**src/rtl/mips32_pkg.sv**
```systemverilog
// Shared MIPS32 core constants: instruction-type decode values plus the
// memory-port arbiter state and response-owner encodings.
package mips32_pkg;

    localparam int unsigned DATA_W = 32;

    // Primary opcodes used by the decoder
    localparam logic [5:0] OP_RTYPE = 6'h00;
    localparam logic [5:0] OP_J     = 6'h02;
    localparam logic [5:0] OP_JAL   = 6'h03;
    localparam logic [5:0] OP_BEQ   = 6'h04;
    localparam logic [5:0] OP_LW    = 6'h23;
    localparam logic [5:0] OP_SW    = 6'h2B;

    typedef enum logic [1:0] {
        ITYPE_R = 2'd0,
        ITYPE_I = 2'd1,
        ITYPE_J = 2'd2
    } instr_type_e;

    // Arbiter FSM states
    localparam logic [1:0] ST_RUN   = 2'd0;
    localparam logic [1:0] ST_DRAIN = 2'd1;
    localparam logic [1:0] ST_HALT  = 2'd2;

    // Owner of the response returning from memory next cycle
    localparam logic [1:0] OWN_NONE = 2'd0;
    localparam logic [1:0] OWN_IF   = 2'd1;
    localparam logic [1:0] OWN_D    = 2'd2;

endpackage

```
**src/rtl/mem_port_arbiter.sv**
```systemverilog
// Arbitrates fetch and data requests onto one single-port synchronous memory,
// with starvation relief for fetch, flush cancellation and a halt/drain FSM.
module mem_port_arbiter
    import mips32_pkg::*;
#(
    parameter int unsigned ADDR_W     = 10,
    parameter int unsigned STARVE_MAX = 3
) (
    input  logic              clk,
    input  logic              rst_n,
    input  logic              if_req,
    input  logic [ADDR_W-1:0] if_addr,
    output logic              if_gnt,
    output logic              if_rvalid,
    output logic [DATA_W-1:0] if_rdata,
    input  logic              d_req,
    input  logic              d_we,
    input  logic [ADDR_W-1:0] d_addr,
    input  logic [DATA_W-1:0] d_wdata,
    output logic              d_gnt,
    output logic              d_rvalid,
    output logic [DATA_W-1:0] d_rdata,
    input  logic              flush,
    input  logic              halt,
    output logic              halted,
    output logic              mem_en,
    output logic              mem_we,
    output logic [ADDR_W-1:0] mem_addr,
    output logic [DATA_W-1:0] mem_wdata,
    input  logic [DATA_W-1:0] mem_rdata
);

    localparam logic [1:0] STARVE_LIM = 2'(STARVE_MAX);

    logic [1:0]        state_q, state_d;
    logic [1:0]        owner_q, owner_d;
    logic              d_we_q, d_we_d;
    logic [1:0]        starve_q, starve_d;
    logic [DATA_W-1:0] if_rdata_q, d_rdata_q;

    logic gnt_en;
    logic fetch_wins;

    // Grant selection and memory strobe; held off in reset, outside RUN and on halt
    always_comb begin
        gnt_en     = rst_n && (state_q == ST_RUN) && !halt;
        fetch_wins = if_req && !flush && (!d_req || (starve_q == STARVE_LIM));
        if_gnt     = gnt_en && fetch_wins;
        d_gnt      = gnt_en && d_req && !fetch_wins;
        mem_en     = if_gnt || d_gnt;
        mem_we     = d_gnt && d_we;
        mem_addr   = '0;
        mem_wdata  = '0;
        if (d_gnt) begin
            mem_addr  = d_addr;
            mem_wdata = d_we ? d_wdata : '0;
        end else if (if_gnt) begin
            mem_addr = if_addr;
        end
    end

    // Responses come straight from memory; rdata holds when rvalid is low
    always_comb begin
        if_rvalid = (owner_q == OWN_IF) && !flush;
        d_rvalid  = (owner_q == OWN_D);
        if_rdata  = if_rvalid ? mem_rdata : if_rdata_q;
        d_rdata   = d_rdata_q;
        if (d_rvalid) begin
            d_rdata = d_we_q ? '0 : mem_rdata;
        end
        halted = (state_q == ST_HALT);
    end

    // Next-state logic
    always_comb begin
        state_d  = state_q;
        owner_d  = OWN_NONE;
        d_we_d   = d_gnt && d_we;
        starve_d = starve_q;

        if (if_gnt) begin
            owner_d = OWN_IF;
        end else if (d_gnt) begin
            owner_d = OWN_D;
        end

        if (!if_req || if_gnt) begin
            starve_d = 2'd0;
        end else if (d_gnt && (starve_q != STARVE_LIM)) begin
            starve_d = starve_q + 2'd1;
        end

        case (state_q)
            ST_RUN:   if (halt) state_d = ST_DRAIN;
            ST_DRAIN: state_d = ST_HALT;
            ST_HALT:  state_d = ST_HALT;
            default:  state_d = ST_RUN;
        endcase
    end

    always_ff @(posedge clk or negedge rst_n) begin
        if (!rst_n) begin
            state_q    <= ST_RUN;
            owner_q    <= OWN_NONE;
            d_we_q     <= 1'b0;
            starve_q   <= 2'd0;
            if_rdata_q <= '0;
            d_rdata_q  <= '0;
        end else begin
            state_q    <= state_d;
            owner_q    <= owner_d;
            d_we_q     <= d_we_d;
            starve_q   <= starve_d;
            if_rdata_q <= if_rdata;
            d_rdata_q  <= d_rdata;
        end
    end

endmodule

```
**config.mk**
```make
export PLATFORM = sky130hd
export DESIGN_NAME = mem_port_arbiter
export DESIGN_NICKNAME = d
export VERILOG_FILES = /design/src/rtl/mips32_pkg.sv /design/src/rtl/mem_port_arbiter.sv
export SDC_FILE = /design/constraint.sdc
export NUM_CORES = 1
export LEC_CHECK = 0
export BUFFER_PORTS_ARGS = -buffer_cell sky130_fd_sc_hd__buf_4
export CAP_MARGIN = 10
export CELL_PAD_IN_SITES_DETAIL_PLACEMENT = 1
export CELL_PAD_IN_SITES_GLOBAL_PLACEMENT = 1
export CORE_MARGIN = 10
export CORE_UTILIZATION = 31
export CTS_CLUSTER_SIZE = 28
export DETAILED_ROUTE_END_ITERATION = 10
export PLACE_DENSITY = 0.81
export SETUP_SLACK_MARGIN = 0.1
export SYNTH_ARGS = -nofsm -noshare
export SYNTH_HDL_FRONTEND = slang
export SYNTH_SLANG_ARGS = --single-unit
```
**constraint.sdc**
```tcl
create_clock -name clk -period 1.8 [get_ports clk]
set_input_delay 0.27 -clock clk [delete_from_list [all_inputs] [get_ports clk]]
set_output_delay 0.27 -clock clk [all_outputs]
set_load 0.02 [all_outputs]
```
# After elaboration in Yosys (flattened, before gate mapping)

Index checks and enable logic that the tools add are counted.

Bits in registers: 71
Input bits: 91
Output and inout bits: 113
Logic and storage cells: 48

Add/subtract/negate cells: 1
Eq/ne operators: 7
Multiplexer cells: 13
Reductions and logical operators: 21

Operators by type and width:

| cell                  | number |
|---|---|
| $mux W32              | 5 |
| $mux W10              | 2 |
| $logic_and A1 B1 Y1   | 10 |
| $mux W2               | 5 |
| $eq A2 B2 Y1 const B  | 3 |
| $logic_not A1 Y1      | 5 |
| $eq A2 B1 Y1 const B  | 2 |
| $ne A2 B2 Y1 const B  | 2 |
| $pmux W2 S2           | 1 |
| $logic_or A1 B1 Y1    | 3 |
| $add A2 B1 Y2 const B | 1 |
| $logic_not A2 Y1      | 1 |
| $reduce_bool A2 Y1    | 1 |
| $reduce_or A2 Y1      | 1 |

# Logic depth before layout (Yosys ltp)

Gate-level depths: netlist of the first run.

Word-level depth: 8
Gate-level depth with buffers: 6
Gate-level depth less buffers: 5

# Least setup slack after synthesis of the first run

Ideal clock, no wire load.

Kind: reg-to-output
From: reg state_q[0]
To: out mem_wdata[23]
Data arrival time: 1.542 ns
Data required time: 1.530 ns
Setup slack: -0.012 ns
Cell stages (with the launch flop): 7
Path buffers: 1
Path through: dfrtp_1 -> inv_1 -> ha_1 -> nand3b_4 -> a211oi_4 -> buf_4 -> and3_1

Longest elaborated chain between the ends: 6

RTL lines:

| what                              | line                    | text |
|---|---|---|
| start: declaration                | mem_port_arbiter.sv:35  | `logic [1:0] state_q, state_d;` |
| start signal: assignment          | mem_port_arbiter.sv:110 | `state_q <= state_d;` |
| $logic_not A2 Y1                  | mem_port_arbiter.sv:46  | `gnt_en = rst_n && (state_q == ST_RUN) && !halt;` |
| $logic_and A1 B1 Y1 (2 in series) | mem_port_arbiter.sv:46  |  |
| $logic_and A1 B1 Y1 (2 in series) | mem_port_arbiter.sv:49  | `d_gnt = gnt_en && d_req && !fetch_wins;` |
| named net d_gnt                   | mem_port_arbiter.sv:20  | `output logic d_gnt,` |
| $mux W32                          | mem_port_arbiter.sv:54  | `if (d_gnt) begin` |
| end: declaration                  | mem_port_arbiter.sv:29  | `output logic [DATA_W-1:0] mem_wdata,` |

The timed path passes the listed nets, and every way through them passes these cells.

# Final worst setup path of the first run

From: reg owner_q[1]
To: out if_rdata[0]

Longest elaborated chain between the ends: 3

RTL lines:

| what                     | line                    | text |
|---|---|---|
| start: declaration       | mem_port_arbiter.sv:36  | `logic [1:0] owner_q, owner_d;` |
| start signal: assignment | mem_port_arbiter.sv:111 | `owner_q <= owner_d;` |
| $eq A2 B1 Y1             | mem_port_arbiter.sv:64  | `if_rvalid = (owner_q == OWN_IF) && !flush;` |
| $logic_and A1 B1 Y1      | mem_port_arbiter.sv:64  |  |
| $mux W32                 | mem_port_arbiter.sv:66  | `if_rdata = if_rvalid ? mem_rdata : if_rdata_q;` |
| end: declaration         | mem_port_arbiter.sv:15  | `output logic [DATA_W-1:0] if_rdata,` |

No other way between the ends.

==> metrics.md, run 1 <==
| Metric | Value |
|---|---|
| Die ar. | 15500 um^2 |
| Avg Cell Area, Syn | 10.4 um^2 |
| Fill cells | 1022 |
| Post-synth EDFFs | 0 |
| Die extent in x | 125 um |
| Sequential-to-total area share from yosys stat | 52.5% |
| Area contributors post-synth | dfrtp_1 52%, mux2_2 11%, nand2b_1 6.5% |
| Largest net degree at the start of global routing | 72 |
| WP data arrival | 1.92 ns |
| FF-to-FF Start | starve_q[0] |
| Layout net count | 695 |
| Main synth FF type | dfrtp_1 |
| Most frequent cell after synthesis | dfrtp_1 |
| Share of layout cells above drive strength 1 | 75.0% |
| Internal reg-to-reg setup slack | 0.11 ns |
| Routed WL | 20.6 mm |
| Vias/cell | 5.09 |
| CTS tree | yes |
| Worst Max-Slew Pin Slew | 0.937 ns |
| CTS Sinks | 71 |
| Max-Cap Viols | 0 |
| Critical path required time | 1.53 ns |
| Detailed Routing Iterations Pass 1 | 4 |
| Grt total ovfl | 0 |
| CTS H-tree lvls | 3 |
| Tot GR Track Use | 22.4% |
| Synth cell count leaders | 71 x dfrtp_1, 48 x nand2_1, 35 x nand2b_1, 35 x o21ai_0 |
| Mapped Cells | 327 |
| Crit Path Class | register to output port |
| TritonCTS Buffers | 9 |
| Clock transition at path regs | 0.11 ns |
| Area grow syn2layout | 120% |
| Status | finished with violations |
| Tcrit/Tclk final | 122% |
| Hpwl dp | 10.3 mm |
| First-pass GRT wire length | 27.4 mm |
| RSZ-0062 raised after global routing | true |
| Failing checks | negative setup slack |
| FF/Latch Area | 1780 um^2 |
| Slowest cell on the critical path | dfrtp_1 |
| Clk buf depth | 2 |
| Yosys top cell by area | dfrtp_1 |
| WL/cell | 27.6 um |
| Fraction of registers with async set/reset | 100% |
| R2R cell count | 5 |
| Peak supply drop | 0.915 mV |
| Rel. slew slack | 37.5% |
| Post-layout min period | 2.19 ns |
| Pre-CTS WS | 0.0138 ns |
| RR Endpoint | starve_q[0] |
| Pwr dens | 1290 nW/um^2 |
| Vias in the first global route | 4355 |
| Synth warn | 0 |
| Initial core utilization | 31.5% |
| Via count | 3803 |
| Crit path from | owner_q[1] |
| Clk_lat worst skew | 0.39 ns |
| Tot Pwr | 9.58 mW |
| FMAX | 456 MHz |
| PortBufs | 203 |
| Area of the multi-input gates | 2270 um^2 |
| Yosys reg bits | 71 |
| Worst setup SP type | register |
| Worst-path cell chain | nor3b_4 > buf_6 > buf_12 > buf_8 > mux2_4 > buf_6 |
| Die height | 125 um |
| Hold Path Class | primary input to async pin |
| Critical path's most frequent cell | buf_6 |
| Leakage | 3.63 nW |
| Max incr delay on CP | 0.44 ns |
| Final setup viols | 112 |
| Post-Route Skew | 0.0339 ns |
| Setup TNS | -31.22 ns |
| Number of nets with antenna violations after routing | 0 |
| Layout Utilization | 69.3% |
| Mapped cell area | 3390 um^2 |
| Clock Tree Root | clkbuf_8 |
| Core area | 10700 um^2 |
| Syn nets | 422 |
| Initial antenna violation count | 2 |
| Crit path capture type | output port |
| Max Fanout on Critical Path | 5 |
| Num rows | 38 |
| Residual DRC | 0 |
| Num ports | 204 |
| Hold_ws | 0.143 ns |
| Final count of pins violating max slew | 0 |
| Post-synthesis cell type count | 24 |
| Hold Vio Cnt, Final | 0 |
| Final RePlAce weighted congestion | 0.744 |
| Initial DRC Count | 229 |
| CP endpoint | if_rdata[0] |
| Final setup margin | -0.391 ns |
| Synth top area share | 52.5% |
[worst min path at each step]
stage / from / endpoint / cells past startpoint
4_1_cts: mem_rdata[31] / if_rdata_q[31] / 2
3_5_place_dp: d_rdata_q[8] / d_rdata_q[8] / 2
3_3_place_gp: d_rdata_q[22] / d_rdata_q[22] / 2
2_1_floorplan: rst_n / d_rdata_q[0] / 0
5_1_grt: mem_rdata[20] / if_rdata_q[20] / 2
6_report: rst_n / d_rdata_q[1] / 2
[metrics by stage]
| stage | area [um^2] | std cells |
|---|---|---|
| 2_1_floorplan | 3530 | 327 |
| 5_1_grt | 7440 | 746 |
| 6_report | 7450 | 747 |
| 3_3_place_gp | 5240 | 658 |
| 3_5_place_dp | 5240 | 658 |
| 4_1_cts | 6950 | 714 |
[placed cells by master (no fill, tap or decap), types with 2 or more instances in the layout]
master	netlist	layout
buf_4	1	146
buf_6	3	116
dfrtp_1	71	71
nand2b_1	35	33
mux2_4	0	32
o21ai_4	0	29
nand2_2	0	28
nand2_1	48	18
and3_2	0	17
and3_4	0	12
a21oi_2	0	11
buf_12	0	11
a21o_1	10	10
clkbuf_8	0	9
buf_16	0	8
nand3_4	0	5
nand3_1	10	4
o21ai_2	0	3
and3_1	32	3
bufinv_16	0	3
buf_8	0	3
clkbuf_16	0	3
diode_2	0	2
nand2b_4	0	2
inv_1	4	2
nand2_8	0	2
inv_2	0	2
o21ai_0	35	2
ha_4	0	2
ha_1	4	2
clkinv_2	0	2
[cell families (layout without fill, tap and decap cells)]
kind of cell,count (synthesis),count (layout),synth area share [%]
and+or+nand+nor,131,131,21.0
DFF,71,71,52.5
AOI/OAI and AO/OA,60,60,10.2
muxes,32,32,10.6
buffers and inverters,29,307,4.18
adders and majority gates,4,4,1.48
other,0,2,0
[worst max-delay path: cells and delay by family, from the launching register on]
kind                   cells  cell delay [ns]
AND/OR/NAND/NOR            1             0.20
buffers and inverters      4             0.59
multiplexers               1             0.32
flip-flops                 1             0.44
[power breakdown]
group	leakage (nW)	internal, mW	switching, mW
registers	0.911	2.18	0.363
logic	2.60	2.67	2.74
clock network	0.120	0.920	0.705
[repair_timing]
item                                    in CTS  in global routing
hold buffers                                 0                  0
resized for setup                          261                 60
pin swaps                                   35                 10
cloned                                      11                  3
endpoints found under the setup margin     113                114
setup buffers                               29                 31
[sequential cells by signal (all words and copies together) (netlist names)]
name        cells
d_rdata_q      32
d_we_q          1
if_rdata_q     32
owner_q         2
starve_q        2
state_q         2
[layout make-up]
class                      instances  area share, %
sequential                        71           23.9
antenna                            2         0.0672
tap                              140           2.35
clock buffer                      10           1.71
multi-input combinational        227           30.5
clock inverter                     6           1.46
inverter                           4          0.202
timing repair buffer             287           39.8
[routing by layer]
layer | share of wire, % | GRT usage, %
met5 | 0 | 0
met4 | 2.7 | 6.24
met3 | 9.5 | 10.4
met2 | 52 | 39.1
met1 | 36 | 23.7
(Power assumes the default switching activity.)
==> run 2, diff against run 1 <==
Settings changed: SKIP_CTS_REPAIR_TIMING set to 1.
==> run 2 against run 1 <==
Net effect:
- first-iteration DRC count decreased by 33%
- the flow still finishes with violations (negative setup slack)
- die area unchanged
- register-to-register slack hardly changed
- largest power group unchanged
- sequential share of layout area shrank 1.1 points
- critical path depth grew 2
- count of clock-buffer cells in the layout did not move
- global-route usage is 6.3 points lower
- worst hold slack improved by 0.017 ns
==> metrics.md, run 2 (synthesis gave the netlist of run 1 again) <==
| Metric | Value |
|---|---|
| Status | finished with violations |
| Critical path's most frequent cell | buf_6 |
| Clk pwr share | 15.9% (-1.1 points) |
| Layout Utilization | 72.6% (+3.3 points) |
| Clk buf depth | 2 (unchanged) |
| Layout net count | 717 (+3.2%) |
| P_sw | 4.00 mW (+4.9%) |
| Initial antenna violation count | 0 (-2) |
| Design area | 7800 um^2 (+4.7%) |
| Pre-CTS WS | 0.0138 ns (unchanged) |
| Hold Vio Cnt, Final | 0 (unchanged) |
| Final setup margin | -0.452 ns (-0.0611 ns) |
| Tot GR Track Use | 16.1% (-6.3 points) |
| Final RePlAce weighted congestion | 0.744 (unchanged) |
| Final setup viols | 111 (-0.89%) |
| Routed WL | 21.3 mm (+3.4%) |
| # diodes | 0 (-2) |
| Worst-path cell chain | inv_2 > ha_4 > nand3b_4 > a211oi_4 > buf_6 > clkbuf_16 > and3_4 > buf_6 |
| Via count | 3917 (+3.0%) |
| WL/cell | 27.8 um (+0.70%) |
| Peak supply drop | 0.758 mV (-17%) |
| Final count of pins violating max slew | 0 (unchanged) |
| Hold_ws | 0.159 ns (+0.0166 ns) |
| PortBufs | 203 (unchanged) |
| Initial DRC Count | 153 (-33%) |
| Worst Max-Slew Pin Slew | 0.916 ns (-0.0215 ns) |
| Post-Route Skew | 0.0227 ns (-0.0112 ns) |
| Largest net degree at the start of global routing | 72 (unchanged) |
| Vias in the first global route | 3544 (-19%) |
| Comb power frac | 58.3% (+1.8 points) |
| CTS H-tree lvls | 3 (unchanged) |
| Die extent in x | 125 um (unchanged) |
| Vias/cell | 5.11 (+0.31%) |
| Flop pwr share | 25.8% (-0.7 points) |
| Net Sw Frac | 39.5% (-0.24 points) |
| Pwr dens | 1300 nW/um^2 (+0.82%) |
| Leakage | 3.79 nW (+4.5%) |
| Regs by FF count | d_rdata_q (32), if_rdata_q (32) |
| FMAX | 444 MHz (-2.7%) |
| Rel. slew slack | 39.0% (+1.4 points) |
| Num rows | 38 (unchanged) |
| Worst setup SP type | register |
| Internal | 6.11 mW (+6.0%) |
| Hold Path Class | primary input to async pin |
| Grt total ovfl | 0 (unchanged) |
| Detailed Routing Iterations Pass 1 | 4 (unchanged) |
| Cell Count, Final, Fillers Out | 767 (+2.7%) |
| Dpl cells | 658 (unchanged) |
| Max incr delay on CP | 0.41 ns (-0.03 ns) |
| Max-Cap Viols | 0 (unchanged) |
| Crit Path Class | register to output port |
| Num ports | 204 (unchanged) |
| CTS Sinks | 71 (unchanged) |
| Clock Tree Root | clkbuf_8 |
| Dpl cell area | 5240 um^2 (unchanged) |
| WP data arrival | 1.98 ns (+0.06 ns) |
| RSZ-0062 raised after global routing | true |
| Hpwl dp | 10.3 mm (unchanged) |
| Most frequent cells in the layout | 147 x buf_4, 132 x buf_6, 70 x dfrtp_1, 32 x nand2b_1, 32 x mux2_4 |
| Tcrit/Tclk final | 125% (+3.4 points) |
| Initial core utilization | 31.5% (unchanged) |
| Crit path capture type | output port |
| Slowest cell on the critical path | dfrtp_1 |
| TritonCTS Buffers | 9 (unchanged) |
| Clock transition at path regs | 0.10 ns (about the same) |
| Max Fanout on Critical Path | 8 (+3) |
| CTS tree | yes |
| Clk_lat worst skew | 0.37 ns (-0.02 ns) |
| Residual DRC | 0 (unchanged) |
| Area grow syn2layout | 130% |
| Core area | 10700 um^2 (unchanged) |
| Die height | 125 um (unchanged) |
| Post-layout min period | 2.25 ns (+0.0611 ns) |
| First-pass GRT wire length | 20.2 mm (-26%) |
| Most common cell after layout, fill and taps aside | buf_4 |
| Critical path required time | 1.53 ns (about the same) |
| Die ar. | 15500 um^2 (unchanged) |
| Failing checks | negative setup slack |
| Number of nets with antenna violations after routing | 0 (unchanged) |
| Share of layout cells above drive strength 1 | 75.9% (+0.88 points) |
run 2: worst paths after layout:
path,slack (ns),startpoint,end,depth (start not counted)
worst max-delay path,-0.45,state_q[1],mem_wdata[22],8
worst min-delay path,0.16,rst_n,if_rdata_q[21],2
worst max register to register,0.10,starve_q[1],starve_q[0],5
worst min register to register,0.51,if_rdata_q[9],if_rdata_q[9],1
max in group asynchronous,0.99,rst_n,owner_q[1],2
min in group clk,0.18,mem_rdata[11],if_rdata_q[11],2
run 2: cell type report:
type / instances / area [um^2]
multi-input cells: 227 / 2350
inverters: 4 / 17.5
well taps: 140 / 175
flip-flops and latches: 71 / 1780
repair buffers: 309 / 3240
clock buffers: 10 / 128
clock inverters: 6 / 109
fillers: 1013 / 2950
run 2: power groups by stage:
stage                     Sequential, mW  Combinational (mW)  Clock (mW)
after floorplan                     2.31                1.72           0
after global placement              2.32                3.16           0
after detailed placement            2.37                3.26           0
after CTS                           2.33                3.28        1.58
after global routing                2.65                6.14        1.71
final                               2.61                5.90        1.60
run 2: critical path: cells and delay by family (launching register included):
kind / cells / cell delay (ns)
DFF: 1 / 0.41
and+or+nand+nor: 2 / 0.27
buffers and inverters: 4 / 0.56
adders and majority gates: 1 / 0.15
AOI/OAI and AO/OA: 1 / 0.22
run 2: metal layers:
layer  wire (um)  track usage [%]  up-vias
met5           0                0        -
met4         583             4.73        0
met3        1760             9.06       33
met2       10900             26.0      193
met1        8050             17.8     1989
li1            -                -     1702
run 2: metrics by stage:
| stage | setup TNS [ns] | power (mW) |
|---|---|---|
| global route | -41.75 | 10.5 |
| floorplan | 0 | 4.03 |
| finish | -34.44 | 10.1 |
| global placement | 0 | 5.48 |
| detailed placement | 0 | 5.63 |
| CTS | -33.31 | 7.19 |
